## src/rtl/piccolo_round_engine.sv

```systemverilog
// piccolo_round_engine: iterative Piccolo datapath, one round per clock.
// Optional decryption port `dec` is enabled by PICCOLO_ROUND_ENGINE_DEC_EN.
//
// Ports:
//   clk, rst_n            clock, async active-low reset
//   in_valid/in_ready     input handshake; in_data plaintext, wk whitening keys
//   rk_round / rk         round index to key schedule, round keys back
//   out_valid/out_ready   output handshake; out_data ciphertext
//   dec                   (macro only) 1 = decrypt, sampled on accept

module piccolo_roundpermutation (
   input  logic [63:0] in_data,
   output logic [63:0] out_data
);
   // Byte shuffle (b0..b7) -> (b2,b7,b4,b1,b6,b3,b0,b5), b0 = MSB byte
   assign out_data = {in_data[47:40], in_data[7:0],
                      in_data[31:24], in_data[55:48],
                      in_data[15:8],  in_data[39:32],
                      in_data[63:56], in_data[23:16]};
endmodule

module piccolo_round_engine #(
   parameter int ROUNDS = 25
) (
   input  logic        clk,
   input  logic        rst_n,
   input  logic        in_valid,
   output logic        in_ready,
   input  logic [63:0] in_data,
   input  logic [63:0] wk,
`ifdef PICCOLO_ROUND_ENGINE_DEC_EN
   input  logic        dec,
`endif
   output logic [4:0]  rk_round,
   input  logic [31:0] rk,
   output logic        out_valid,
   input  logic        out_ready,
   output logic [63:0] out_data
);

   localparam logic [4:0] LAST = 5'(ROUNDS - 1);

   typedef enum logic [1:0] {
      IDLE,
      RUN,
      DONE
   } state_t;

   function automatic logic [3:0] sbox(input logic [3:0] a);
      logic [3:0] r;
      unique case (a)
         4'h0: r = 4'he;
         4'h1: r = 4'h4;
         4'h2: r = 4'hb;
         4'h3: r = 4'h2;
         4'h4: r = 4'h3;
         4'h5: r = 4'h8;
         4'h6: r = 4'h0;
         4'h7: r = 4'h9;
         4'h8: r = 4'h1;
         4'h9: r = 4'ha;
         4'ha: r = 4'h7;
         4'hb: r = 4'hf;
         4'hc: r = 4'h6;
         4'hd: r = 4'hc;
         4'he: r = 4'h5;
         4'hf: r = 4'hd;
      endcase
      return r;
   endfunction

   // Multiply by x in GF(2^4), x^4+x+1
   function automatic logic [3:0] xt(input logic [3:0] a);
      return {a[2:0], 1'b0} ^ (a[3] ? 4'h3 : 4'h0);
   endfunction

   function automatic logic [15:0] f_fn(input logic [15:0] x);
      logic [3:0] s0, s1, s2, s3;
      logic [3:0] m0, m1, m2, m3;
      s0 = sbox(x[15:12]);
      s1 = sbox(x[11:8]);
      s2 = sbox(x[7:4]);
      s3 = sbox(x[3:0]);
      m0 = xt(s0) ^ xt(s1) ^ s1 ^ s2 ^ s3;
      m1 = s0 ^ xt(s1) ^ xt(s2) ^ s2 ^ s3;
      m2 = s0 ^ s1 ^ xt(s2) ^ xt(s3) ^ s3;
      m3 = xt(s0) ^ s0 ^ s1 ^ s2 ^ xt(s3);
      return {sbox(m0), sbox(m1), sbox(m2), sbox(m3)};
   endfunction

   state_t      state;
   logic [63:0] x_q;
   logic [31:0] fin_q;
   logic        dec_sel;
   logic        dec_on;
   logic        last;
   logic        swap;
   logic [15:0] rk_a;
   logic [15:0] rk_b;
   logic [63:0] y;
   logic [63:0] y_perm;

`ifdef PICCOLO_ROUND_ENGINE_DEC_EN
   logic dec_q;
   assign dec_sel = dec;
   assign dec_on  = dec_q;
`else
   assign dec_sel = 1'b0;
   assign dec_on  = 1'b0;
`endif

   assign in_ready = (state == IDLE);

   assign last = dec_on ? (rk_round == 5'd0)
                        : (rk_round == LAST);

   // Decrypt step count is LAST - rk_round; its parity
   // is LAST[0] ^ rk_round[0].
   assign swap = dec_on & (LAST[0] ^ rk_round[0]);

   assign rk_a = swap ? rk[15:0] : rk[31:16];
   assign rk_b = swap ? rk[31:16] : rk[15:0];

   assign y = {x_q[63:48],
               x_q[47:32] ^ f_fn(x_q[63:48]) ^ rk_a,
               x_q[31:16],
               x_q[15:0] ^ f_fn(x_q[31:16]) ^ rk_b};

   piccolo_roundpermutation u_rp (
      .in_data  (y),
      .out_data (y_perm)
   );

   always_ff @(posedge clk or negedge rst_n) begin
      if (!rst_n) begin
         state     <= IDLE;
         x_q       <= '0;
         fin_q     <= '0;
         rk_round  <= '0;
         out_valid <= 1'b0;
         out_data  <= '0;
`ifdef PICCOLO_ROUND_ENGINE_DEC_EN
         dec_q     <= 1'b0;
`endif
      end else begin
         unique case (state)
            IDLE: begin
               if (in_valid) begin
                  if (dec_sel) begin
                     x_q <= {in_data[63:48] ^ wk[31:16],
                             in_data[47:32],
                             in_data[31:16] ^ wk[15:0],
                             in_data[15:0]};
                     fin_q    <= wk[63:32];
                     rk_round <= LAST;
                  end else begin
                     x_q <= {in_data[63:48] ^ wk[63:48],
                             in_data[47:32],
                             in_data[31:16] ^ wk[47:32],
                             in_data[15:0]};
                     fin_q    <= wk[31:0];
                     rk_round <= 5'd0;
                  end
`ifdef PICCOLO_ROUND_ENGINE_DEC_EN
                  dec_q <= dec_sel;
`endif
                  state <= RUN;
               end
            end
            RUN: begin
               if (last) begin
                  out_data <= {y[63:48] ^ fin_q[31:16],
                               y[47:32],
                               y[31:16] ^ fin_q[15:0],
                               y[15:0]};
                  out_valid <= 1'b1;
                  rk_round  <= 5'd0;
                  state     <= DONE;
               end else begin
                  x_q      <= y_perm;
                  rk_round <= dec_on ? rk_round - 5'd1
                                     : rk_round + 5'd1;
               end
            end
            DONE: begin
               if (out_ready) begin
                  out_valid <= 1'b0;
                  state     <= IDLE;
               end
            end
            default: state <= IDLE;
         endcase
      end
   end

endmodule

```

## config.mk

```make
export PLATFORM = sky130hd
export DESIGN_NAME = piccolo_round_engine
export DESIGN_NICKNAME = d
export VERILOG_FILES = /design/src/rtl/piccolo_round_engine.sv
export SDC_FILE = /design/constraint.sdc
export NUM_CORES = 1
export LEC_CHECK = 0
export ABC_AREA = 1
export BUFFER_PORTS_ARGS = -buffer_cell sky130_fd_sc_hd__buf_2
export CORE_UTILIZATION = 57
export DETAILED_ROUTE_END_ITERATION = 10
export PLACE_DENSITY = 0.91
export SLEW_MARGIN = 20
export SYNTH_ARGS = -nofsm -noshare
export SYNTH_HDL_FRONTEND = slang
export SYNTH_SLANG_ARGS = --single-unit
```

## constraint.sdc

```tcl
create_clock -name clk -period 3.3 [get_ports clk]
set_clock_uncertainty 0.15 [all_clocks]
set_input_delay 0.495 -clock clk [delete_from_list [all_inputs] [get_ports clk]]
set_output_delay 0.495 -clock clk [all_outputs]
set_load 0.05 [all_outputs]
```

==> results_dict.tcl <==
set metrics [dict create \
    fmax_mhz 314 \
    dr_total_vias 13000 \
    multi_input_area_sq_um 7580 \
    clk_pin_slew_ns 0.08 \
    fin_util 0.680 \
    synth-seq-cells 168 \
    grt_use_total 0.369 \
    yosys_most_used_dff "dfrtp_1" \
    rows 54 \
    period_share 0.964 \
    gp_congestion 0.987 \
    cts_sinks 168 \
    maxCapViolations 0 \
    ys_seq_area_frac 0.331 \
    wl_per_cell_microns 17.3 \
    async_reset_ff_frac 1.00 \
    fp.dieH_microns 151 \
    antenna_left 0 \
    setup_tns_ns 0 \
    timing.slew.headroom 0.398 \
    crit_path_start_kind "flip-flop" \
    cts_root_buffer "clkbuf_16" \
    final-seq-area_sq_um 4210 \
    yosysWarningCount 0 \
    port_buffers 234 \
    coreArea_sq_um 21800 \
    final_hold_viol_count 0 \
    drc 0 \
    hold_depth 3 \
    die_area_sq_um 22900 \
    cts_tree "yes" \
    setup_violations 0 \
    pre_cts_ws_ns 0.100 \
    synth.largest_area_cell "dfrtp_1" \
    synth.area.top_cells "dfrtp_1 (33%), nand2_1 (26%), nand3_1 (5.0%), inv_1 (4.1%), xnor2_1 (4.1%)" \
    syn_area_per_cell_sq_um 6.83 \
    fillerInstances 1819 \
    start_util 0.583 \
    holdCritPathClass "input port to flip-flop" \
    die_w_microns 151 \
    h-tree-depth 4 \
    ios 235 \
    netlist_instances 1861 \
    drive_above_1_share 0.204 \
    drt_wl_total_microns 41300 \
    r2r_cells 15 \
    yosys.area.top_type_share 0.331 \
    synth_cell_type_count 39 \
    crit_type "flip-flop to flip-flop" \
    dpl.hpwl_microns 31600 \
    worstPathArrival_ns 3.32 \
    grt_pass1_wl_microns 63400 \
    yosys-top-cells-count "nand2_1 (865), dfrtp_1 (168), inv_1 (138)" \
    grt_overflow 0 \
    antenna_found_initial 0 \
    cts_buffers 17 \
    max_slew.worst_pin.slew_ns 0.903 \
    crit_fanout 9 \
    holdWs_ns 0.0888 \
    dr.pass1.iters 5 \
    rrSetupSlack_ns 0.12 \
    grt_pass1_vias 12000 \
    outcome "complete, no violations" \
    vias_per_cell 5.46 \
    syn_to_final_growth_pct 16.8 \
    grt_max_degree 80 \
    end_kind "flip-flop" \
    yosysMostFrequentCell "nand2_1" \
    cts_buffer_depth 2 \
    syn-num-nets 2063 \
    synth-edff-count 0 \
    n_antenna_cell 0 \
    syn-cell-area_sq_um 12700 \
    fin_crit_ns 3.18 \
    setup_ws_ns 0.120 \
    required_ns 3.44 \
    insertion_delay_ns 0.45 \
    slew_violations 0 \
    num-nets-final 2292 \
    drt_iter0_drc 1280 \
]
placed cells by master (no fill, tap or decap), types with 5 or more instances in the layout:
cell type,count
o21ai_1,18
or2_1,5
dfrtp_1,161
buf_2,233
nand2_2,28
clkinv_8,5
nand2_4,6
nor2_4,5
buf_4,37
xnor2_1,59
ha_1,38
nand3b_1,17
xor2_1,55
o21ai_0,59
clkbuf_16,17
inv_2,18
o211ai_1,7
xor2_4,5
xor2_2,10
or2_2,28
nand2_1,863
dfrtp_2,7
a31oi_1,62
nand3_1,126
nor2_1,55
inv_1,138
sequential cells by signal, indices dropped and copies added (netlist names):
| name | flops |
|---|---|
| out_valid | 1 |
| out_data | 64 |
| x_q | 64 |
| state | 2 |
| fin_q | 32 |
| rk_round | 5 |
path summary, 6_finish.rpt:
kind | startpoint | end
worst max-delay path | x_q[31]$_DFFE_PN0P_ | x_q[28]$_DFFE_PN0P_
worst min-delay path | wk[17] | fin_q[17]$_DFFE_PN0P_
worst max register to register | x_q[31]$_DFFE_PN0P_ | x_q[28]$_DFFE_PN0P_
worst min register to register | out_data[42]$_DFFE_PN0P_ | out_data[42]$_DFFE_PN0P_
max in group asynchronous | rst_n | x_q[28]$_DFFE_PN0P_
min in group asynchronous | rst_n | rk_round[2]$_DFFE_PN0P_
worst max-delay path, stage by stage (launching register included):
cell and delay, ns:
dfrtp_1 0.73, nor2_1 0.12, nand2_1 0.10, nand2_1 0.19
nand3_1 0.19, nand2_2 0.10, xnor2_2 0.16, xnor2_2 0.27
inv_2 0.10, ha_1 0.30, nand2_1 0.07, nand3_1 0.09
nand3_1 0.15, nand3_1 0.10, nand2_1 0.09, o21ai_0 0.08
through the flow:
step | cells | cell area, sq um
2_1_floorplan | 1861 | 12700
5_1_grt | 2383 | 14800
3_3_place_gp | 2343 | 14100
3_5_place_dp | 2343 | 14100
4_1_cts | 2376 | 14800
6_report | 2383 | 14800
repair_timing:
action                                  4_1_cts  5_1_grt
hold buffers                                  1        0
buffers inserted                              0        7
hold endpoints to repair                     77        0
gates resized for setup                       0       12
endpoints found under the setup margin        0        6
layer usage:
layer / wire, microns / GRT usage / up-vias
met5: 0 / 0 / -
met4: 1250 / 0.125 / 0
met3: 3760 / 0.0593 / 90
met2: 18900 / 0.594 / 621
met1: 17400 / 0.504 / 6032
li1: - / - / 6260
cells by family after synthesis:
group / after synthesis / synth area share
simple gates: 1144 / 0.375
flops: 168 / 0.331
fa+ha+maj: 38 / 0.0374
buf+inv: 222 / 0.0772
xor+xnor: 135 / 0.111
compound gates: 154 / 0.0686
cell type report:
class,count,share of cell area
Clock inverter,15,0.0118
Inverter,158,0.0401
Tap cell,280,0.0236
Sequential cell,168,0.284
Multi-Input combinational cell,1471,0.511
Timing Repair Buffer,274,0.101
Clock buffer,17,0.0287
Power is left out: the tool's default activity adds up to more than one toggle a clock period on the data nets, which glitch-free logic cannot reach.
